--- src/rtl/imem_loader_pkg.sv ---
// Shared types and constants for the instruction-memory loader.
// The CSUM state exists only when IMEM_LOADER_CSUM_EN is defined.
package imem_loader_pkg;

    localparam int LEN_W          = 16;
    localparam int BYTES_PER_WORD = 4;

    typedef enum logic [2:0] {
        IDLE   = 3'd0,
        LEN_LO = 3'd1,
        LEN_HI = 3'd2,
        DATA   = 3'd3,
        DONE   = 3'd4,
        ERR    = 3'd5
`ifdef IMEM_LOADER_CSUM_EN
        ,
        CSUM   = 3'd6
`endif
    } loader_state_t;

endpackage

--- src/rtl/imem_loader_word_packer.sv ---
// Assembles little-endian 32-bit words from a byte stream and pulses
// word_valid for one cycle after the fourth byte of each group.
module word_packer
    import imem_loader_pkg::*;
(
    input  logic        clk,
    input  logic        rst,
    input  logic        clear,
    input  logic [7:0]  byte_in,
    input  logic        byte_en,
    output logic [31:0] word,
    output logic        word_valid
);

    logic [1:0]  cnt_q,   cnt_d;
    logic [31:0] word_q,  word_d;
    logic        valid_q, valid_d;

    // Shifting in from the top leaves the first byte of a group in [7:0].
    always_comb begin
        cnt_d   = cnt_q;
        word_d  = word_q;
        valid_d = 1'b0;
        if (clear) begin
            cnt_d = '0;
        end else if (byte_en) begin
            word_d  = {byte_in, word_q[31:8]};
            cnt_d   = cnt_q + 2'd1;
            valid_d = (cnt_q == 2'(BYTES_PER_WORD - 1));
        end
    end

    always_ff @(posedge clk or posedge rst) begin
        if (rst) begin
            cnt_q   <= '0;
            word_q  <= '0;
            valid_q <= 1'b0;
        end else begin
            cnt_q   <= cnt_d;
            word_q  <= word_d;
            valid_q <= valid_d;
        end
    end

    assign word       = word_q;
    assign word_valid = valid_q;

endmodule

--- src/rtl/imem_loader.sv ---
// Fills imem from a length-prefixed byte stream and holds the core until done.
// Define IMEM_LOADER_CSUM_EN to require a trailing XOR checksum byte.
module imem_loader
    import imem_loader_pkg::*;
#(
    parameter int ADDR_W        = 11,
    parameter bit HOLD_AT_RESET = 1'b1
) (
    input  logic              clk,
    input  logic              rst,
    input  logic              start,
    input  logic [7:0]        byte_in,
    input  logic              byte_valid,
    output logic              byte_ready,
    output logic [ADDR_W-1:0] imem_addr,
    output logic [31:0]       imem_data,
    output logic              imem_wren,
    output logic              cpu_hold,
    output logic              load_done,
    output logic              load_err
);

    localparam logic [LEN_W:0] DEPTH_L = (LEN_W+1)'(1) << ADDR_W;
`ifdef IMEM_LOADER_CSUM_EN
    localparam loader_state_t AFTER_DATA = CSUM;
`else
    localparam loader_state_t AFTER_DATA = DONE;
`endif

    loader_state_t     state_q, state_d;
    logic [LEN_W-1:0]  len_q,   len_d;
    logic [ADDR_W-1:0] wcnt_q,  wcnt_d;
    logic              hold_q,  hold_d;
    logic              done_q,  done_d;
    logic              err_q,   err_d;
`ifdef IMEM_LOADER_CSUM_EN
    logic [7:0]        xor_q,   xor_d;
`endif

    logic              accept;
    logic              last_word;
    logic              pk_clear;
    logic              pk_en;
    logic              word_valid;
    logic [31:0]       word;
    logic [LEN_W:0]    len_new;

    always_comb begin
        byte_ready = 1'b0;
        case (state_q)
            LEN_LO, LEN_HI, DATA: byte_ready = 1'b1;
`ifdef IMEM_LOADER_CSUM_EN
            CSUM:                 byte_ready = 1'b1;
`endif
            default:              byte_ready = 1'b0;
        endcase
    end

    assign accept    = byte_valid & byte_ready;
    assign imem_wren = word_valid & (state_q == DATA);
    assign last_word = (LEN_W'(wcnt_q) == len_q - LEN_W'(1));
    assign len_new   = {1'b0, byte_in, len_q[7:0]};
    // A byte arriving alongside the final write is past the program data.
    assign pk_en     = accept & (state_q == DATA) & ~(imem_wren & last_word);

    always_comb begin
        state_d  = state_q;
        len_d    = len_q;
        wcnt_d   = wcnt_q;
        hold_d   = hold_q;
        done_d   = done_q;
        err_d    = err_q;
        pk_clear = 1'b0;
`ifdef IMEM_LOADER_CSUM_EN
        xor_d    = accept ? (xor_q ^ byte_in) : xor_q;
`endif
        case (state_q)
            IDLE, DONE, ERR: begin
                if (start) begin
                    state_d  = LEN_LO;
                    len_d    = '0;
                    wcnt_d   = '0;
                    hold_d   = 1'b1;
                    done_d   = 1'b0;
                    err_d    = 1'b0;
                    pk_clear = 1'b1;
`ifdef IMEM_LOADER_CSUM_EN
                    xor_d    = '0;
`endif
                end
            end
            LEN_LO: begin
                if (accept) begin
                    len_d   = {len_q[LEN_W-1:8], byte_in};
                    state_d = LEN_HI;
                end
            end
            LEN_HI: begin
                if (accept) begin
                    len_d = len_new[LEN_W-1:0];
                    if (len_new > DEPTH_L)    state_d = ERR;
                    else if (len_new == '0)   state_d = AFTER_DATA;
                    else                      state_d = DATA;
                end
            end
            DATA: begin
                if (imem_wren) begin
                    wcnt_d = wcnt_q + 1'b1;
                    if (last_word) begin
                        state_d = AFTER_DATA;
`ifdef IMEM_LOADER_CSUM_EN
                        // Checksum byte may land in the final write cycle.
                        if (accept) state_d = (byte_in == xor_q) ? DONE : ERR;
`endif
                    end
                end
            end
`ifdef IMEM_LOADER_CSUM_EN
            CSUM: begin
                if (accept) state_d = (byte_in == xor_q) ? DONE : ERR;
            end
`endif
            default: state_d = IDLE;
        endcase
        if (state_d == DONE && state_q != DONE) begin
            done_d = 1'b1;
            hold_d = 1'b0;
        end
        if (state_d == ERR && state_q != ERR) begin
            err_d  = 1'b1;
            hold_d = 1'b1;
        end
    end

    always_ff @(posedge clk or posedge rst) begin
        if (rst) begin
            state_q <= IDLE;
            len_q   <= '0;
            wcnt_q  <= '0;
            hold_q  <= HOLD_AT_RESET;
            done_q  <= 1'b0;
            err_q   <= 1'b0;
`ifdef IMEM_LOADER_CSUM_EN
            xor_q   <= '0;
`endif
        end else begin
            state_q <= state_d;
            len_q   <= len_d;
            wcnt_q  <= wcnt_d;
            hold_q  <= hold_d;
            done_q  <= done_d;
            err_q   <= err_d;
`ifdef IMEM_LOADER_CSUM_EN
            xor_q   <= xor_d;
`endif
        end
    end

    word_packer u_packer (
        .clk        (clk),
        .rst        (rst),
        .clear      (pk_clear),
        .byte_in    (byte_in),
        .byte_en    (pk_en),
        .word       (word),
        .word_valid (word_valid)
    );

    assign imem_addr = wcnt_q;
    assign imem_data = word;
    assign cpu_hold  = hold_q;
    assign load_done = done_q;
    assign load_err  = err_q;

endmodule

--- config.mk ---
export PLATFORM = sky130hd
export DESIGN_NAME = imem_loader
export DESIGN_NICKNAME = d
export VERILOG_FILES = /design/src/rtl/imem_loader_pkg.sv /design/src/rtl/imem_loader_word_packer.sv /design/src/rtl/imem_loader.sv
export SDC_FILE = /design/constraint.sdc
export NUM_CORES = 1
export LEC_CHECK = 0
export CORE_MARGIN = 2
export CORE_UTILIZATION = 30
export DETAILED_ROUTE_END_ITERATION = 6
export GPL_TIMING_DRIVEN = 0
export PLACE_DENSITY = 0.47
export SLEW_MARGIN = 20
export SYNTH_ARGS = -nofsm -noshare
export SYNTH_HDL_FRONTEND = slang
export SYNTH_SLANG_ARGS = --single-unit
--- constraint.sdc ---
create_clock -name clk -period 3.8 [get_ports clk]
set_input_delay 0.95 -clock clk [delete_from_list [all_inputs] [get_ports clk]]
set_output_delay 0.95 -clock clk [all_outputs]
set_load 0.005 [all_outputs]
Word-level counts from Yosys, hierarchy flattened
Index checks and enable logic that the tools add are counted.
{"block": "word_totals", "out_inout_bits": 48, "ff_bits": 68, "input_bits": 12}
{"block": "op_classes", "n_reduce_logical": 23, "magnitude_cmp": 1, "n_mux": 30, "addsub": 3, "n_bitwise": 9, "eq_ne": 15}
{"op": "16-bit case mux with 3 select lines", "count": 1}
{"op": "16-bit 2-to-1 mux", "count": 2}
{"op": "11-bit 2-to-1 mux", "count": 2}
{"op": "11-bit case mux with 2 select lines", "count": 1}
{"op": "3-bit 2-to-1 mux", "count": 7}
{"op": "17-bit logical NOT", "count": 1}
{"op": "11-bit by 16-bit equality test with 1-bit output", "count": 1}
{"op": "16-bit by 12-bit greater-than comparator with 1-bit output, second input constant", "count": 1}
{"op": "2-bit nonzero test", "count": 8}
{"op": "16-bit by 1-bit subtractor with 16-bit output, second input constant", "count": 1}
{"op": "1-bit 2-to-1 mux", "count": 13}
{"op": "3-bit equality test, second input constant", "count": 4}
{"op": "3-bit case mux with 4 select lines", "count": 1}
{"op": "11-bit by 1-bit adder with 11-bit output, second input constant", "count": 1}
{"op": "8-bit 2-to-1 mux", "count": 1}
{"op": "2-bit != test, second input constant", "count": 4}
{"op": "2-bit AND reduction", "count": 4}
{"op": "4-bit AND reduction", "count": 2}
{"op": "3-bit by 2-bit equality test with 1-bit output, second input constant", "count": 2}
{"op": "3-bit != test, second input constant", "count": 2}
{"op": "3-bit nonzero test", "count": 2}
{"op": "3-bit OR reduction", "count": 2}
{"op": "1-bit bitwise AND", "count": 5}
{"op": "2-bit 2-to-1 mux", "count": 2}
{"op": "other kinds (7)", "count": 11}

Depth between registers and ports, before layout
{"block": "logic_depth", "word_depth": 10, "mapped_depth": 10, "ltp_nobuf": 9}

Cells and area by module
From an unflattened synthesis, not the netlist that was laid out.
{"block": "hier_totals", "hier_cells": 360, "hier_area_um2": 3796.1}
{"mod": "imem_loader", "cells_per_inst": 281, "seq_area_each_um2": 827.0, "instances": 1, "area_each_um2": 2317.2}
{"mod": "word_packer", "cells_per_inst": 79, "seq_area_each_um2": 875.8, "instances": 1, "area_each_um2": 1478.9}

Worst setup path after synthesis
OpenSTA, ideal clock, no wires.
{"block": "synth_path", "kind": "flip-flop to flip-flop", "start": "reg len_q[0]", "end": "reg u_packer.word_q[10] (netlist: u_packer.word[10])", "setup_ps": 125, "period_less_slack_ps": 2707, "n_path_buf": 1, "path_stages_with_launch": 10, "path_slack_ps": 1093, "t_arrival_ps": 2582, "required_time_ps": 3675, "path_cell_list": "dfrtp_1 -> inv_1 -> ha_1 -> and2b_2 -> o311ai_0 -> nand4_1 -> or3_4 -> o21ai_4 -> buf_6 -> mux2_4"}
{"block": "synth_between", "elab_chain_cells": 6}
{"element": "from (decl)", "line": "imem_loader.sv:31", "rtl": "logic [LEN_W-1:0] len_q, len_d;"}
{"element": "from (signal assigned)", "line": "imem_loader.sv:148", "rtl": "len_q <= len_d;"}
{"element": "16-bit by 1-bit subtractor with 16-bit output", "line": "imem_loader.sv:61", "rtl": "assign last_word = (LEN_W'(wcnt_q) == len_q - LEN_W'(1));"}
{"element": "11-bit by 16-bit equality test with 1-bit output", "line": "imem_loader.sv:61"}
{"element": "1-bit bitwise AND", "line": "imem_loader.sv:64", "rtl": "assign pk_en = accept & (state_q == DATA) & ~(imem_wren & last_word);"}
{"element": "1-bit inverter", "line": "imem_loader.sv:64"}
{"element": "1-bit bitwise AND", "line": "imem_loader.sv:64"}
{"element": "2-bit AND reduction (no source line)"}
{"element": "to (signal assigned)", "line": "imem_loader_word_packer.sv:40", "rtl": "word_q <= word_d;"}
{"element": "to (decl)", "line": "imem_loader_word_packer.sv:16", "rtl": "logic [31:0] word_q, word_d;"}
Every way passes these cells.
A chain may end at the register's enable or synchronous reset.

Worst setup path after layout
{"block": "layout_path", "start": "reg len_q[0]", "end": "reg u_packer.word_q[13] (netlist: u_packer.word[13])"}
Same word-level chain as after synthesis.

==> flow_summary.toml <==
[outcome]
status = "finished clean"

[drt]
drt_iter0_drc = 113
routed_via_density = 4.89
first_pass_iters = 4
wl_um = 9000
num_vias = 2691
drc_errors = 0
ant_nets = 0
wire_per_inst_um = 16.4

[synthesis]
synth_edf_count = 0
syn-num-nets = 347
ys_types = 58
synth-async-reset-ratio_pct = 100
ys_ff_latch = 68
seq_area_frac_synth_pct = 47.5
avgSynthCellArea_um2 = 10.8
synth_ff_type = "dfrtp_1"
synth_warnings = 0
synth_area_um2 = 3580
syn_inst = 332

[clock_network]
cts_hold_buffers = 0
numClockSinks = 68
cts_setup_buffers = 0
cts_buffers = 9
clkTransAtPathRegs_ns = 0.05
htree_levels = 3
insertion_delay_ns = 0.33
clock_path_buffers = 2
cts_tree = "built"
cts_resized = 0
cts_root_buf = "clkbuf_16"

[worst_setup_path]
cp.arrival_ns = 3.40
critPathLaunchType = "flip-flop"
max_stage_delay_ns = 0.54
critPathSlowestCell = "o311ai_0"
rr_startpoint = "len_q[0]"
crit_type = "flip-flop to flip-flop"
endpoint_kind = "flip-flop"
rrSetupSlack_ns = 0.62
reg2regPathDepth = 9
crit_chain = "inv_1, ha_1, and2b_2, o311ai_0, nand4_1, or3_4, o21ai_4, buf_6, mux2_4"
cp.buffers_inverters = 2
crit_fanout = 10
worst_ep_required_time_ns = 4.02
r2r_end = "u_packer.word[13]"
cp_top_family = "simple AND/OR/NAND/NOR gates"

[timing]
rsz0062_at_grt = "no"
hold_viol_final = 0
whs_ns = 0.470
tightest_slew_ns = 1.04
slew_headroom_pct = 30.3
fmax_mhz = 314
finalMaxSlewViolations = 0
setup_slack_ns = 0.618
fin_worst_skew_ns = 0.00711
fin_crit_sh_pct = 83.7
finalSetupViolCount = 0
period_minus_slack_ns = 3.18

[power_and_ir_drop]
power_density_nw_per_um2 = 880
p_sw_mw = 1.44
clockPowerShare_pct = 21.3
comb_power_share_pct = 47.5
p_seq_share_pct = 31.2
internal_power_mw = 2.68
swShare_pct = 35.0
vdd_drop_max_v = 0.000252
power_leakage_nw = 2.05

[finish]
layout.nets = 418
final_util_pct = 40.7
fill_cells = 1162
finalNonFillerCells = 550
area_growth_pct = 30.6
drive_gt1_share_pct = 17.7
n_antenna_cell = 0

[hold_path]
min_path_type = "flip-flop to flip-flop"
hold_start = "load_done"
hold_end = "load_done"
hold-path-cell-count = 2

[grt]
gr-usage-met2_pct = 22.7
grt_pass1_wl_um = 14900
grtUsageMet1_pct = 21.2
grt_pass1_vias = 2677
use_met3_pct = 2.95
grt_max_degree = 39
antenna_found_initial = 0
grt-busiest-layer = "met2"
grt.total_usage_pct = 14.9
grt-ovfl-total = 0

[placed_design]
dp_hpwl_um = 6640
gp_congestion = 0.848
port_buffers = 59
placedCellCount = 535
place_worst_setup_slack_ns = 0.535

[job]
maxCapViolCount = 0

[floorplan]
fp.dieArea_um2 = 12800
die_h_um = 113
core_um2 = 11500
ios = 60
die_x_um = 113
num_rows = 39
initial_core_util_pct = 31.1
[layer usage]
layer | share of wire, % | up-vias
li1 | - | 1325
met1 | 50 | 1296
met2 | 46 | 61
met3 | 3.1 | 9
met4 | 1.3 | 0
met5 | 0 | -
[synth_stat cells (all sizes together) (8+ instances only)]
master,number,area (µm²)
nand3,8,40.0
nor2,25,96.4
a21oi,9,45.0
nand4,11,68.8
dfrtp,67,1680
mux2,33,477
xor2,8,70.1
xnor2,11,96.3
o21ai,26,141
inv,8,30.0
nand2,48,180
clkbuf,8,40.0
[power by group through the flow]
stage          clock [mW]  combinational, mW  sequential (mW)
5_1_grt             0.939               2.15             1.34
6_report            0.879               1.96             1.29
3_5_place_dp            0               1.95             1.30
2_1_floorplan           0               1.26             1.25
4_1_cts             0.899               1.96             1.29
3_3_place_gp            0               1.95             1.29
[flip-flops by register name (all words and copies together), names as in the netlist]
name,flops
u_packer.word,32
load_done,1
load_err,1
u_packer.cnt_q,2
u_packer.word_valid,1
cpu_hold,1
state_q,3
imem_addr,11
len_q,16
[layout by cell type, fill, tap and decap left out, types with 5 or more instances in the layout]
| master | n |
|---|---|
| a21oi_1 | 9 |
| inv_1 | 7 |
| o21ai_0 | 24 |
| mux2_2 | 5 |
| clkbuf_16 | 9 |
| xor2_1 | 8 |
| dfrtp_1 | 67 |
| xnor2_1 | 11 |
| nor2_1 | 24 |
| nand3_1 | 8 |
| mux2_4 | 28 |
| nand4_1 | 11 |
| clkdlybuf4s50_1 | 59 |
| nand2_1 | 48 |
| clkbuf_1 | 8 |
[kinds of logic (layout without fill, tap and decap cells)]
group / Yosys count / in the layout / synth area share, %
and+or+nand+nor: 128 / 128 / 18.3
muxes: 35 / 35 / 13.9
adders and majority gates: 3 / 3 / 1.05
buffers and inverters: 21 / 96 / 4.12
xor gates and xnor gates: 19 / 19 / 4.64
AOI/OAI and AO/OA: 58 / 58 / 10.6
DFF: 68 / 68 / 47.5
[final cells by class]
type | count | area [µm²] | share of cell area [%]
flip-flops and latches | 68 | 1700 | 36.4
repair buffers | 60 | 611 | 13.0
multi-input cells | 243 | 1730 | 37.0
clock inverters | 5 | 77.6 | 1.66
well taps | 143 | 179 | 3.82
inverters | 8 | 32.5 | 0.695
clock buffers | 10 | 229 | 4.89
plain buffers | 13 | 118 | 2.51
[worst reg2reg max path: cells and delay by family (launching register included)]
kind | cells | cell delay [ns]
mux | 1 | 0.32
compound gates | 2 | 0.82
buf+inv | 2 | 0.33
fa+ha+maj | 1 | 0.33
flops | 1 | 0.44
simple gates | 3 | 0.82
[per-stage QoR]
stage	cell area (µm²)	total power, mW	TNS, ns
floorplan	3580	2.51	0
global placement	4350	3.24	-13.72
detailed placement	4380	3.25	0
CTS	4680	4.15	0
global route	4680	4.43	0
finish	4680	4.12	0
[worst max path at each step]
stage | end | slack (ns) | from | cells after the start
finish | u_packer.word[13] | 0.62 | len_q[0] | 9
global route | u_packer.word[6] | 0.51 | len_q[0] | 9
CTS | u_packer.word[11] | 0.63 | len_q[0] | 9
detailed placement | cpu_hold | 0.53 | byte_in[6] | 7
global placement | u_packer.word[7] | -0.21 | rst | 2
floorplan | u_packer.word[10] | 1.09 | len_q[0] | 9
Note: power is estimated with default switching activity, not from simulation.
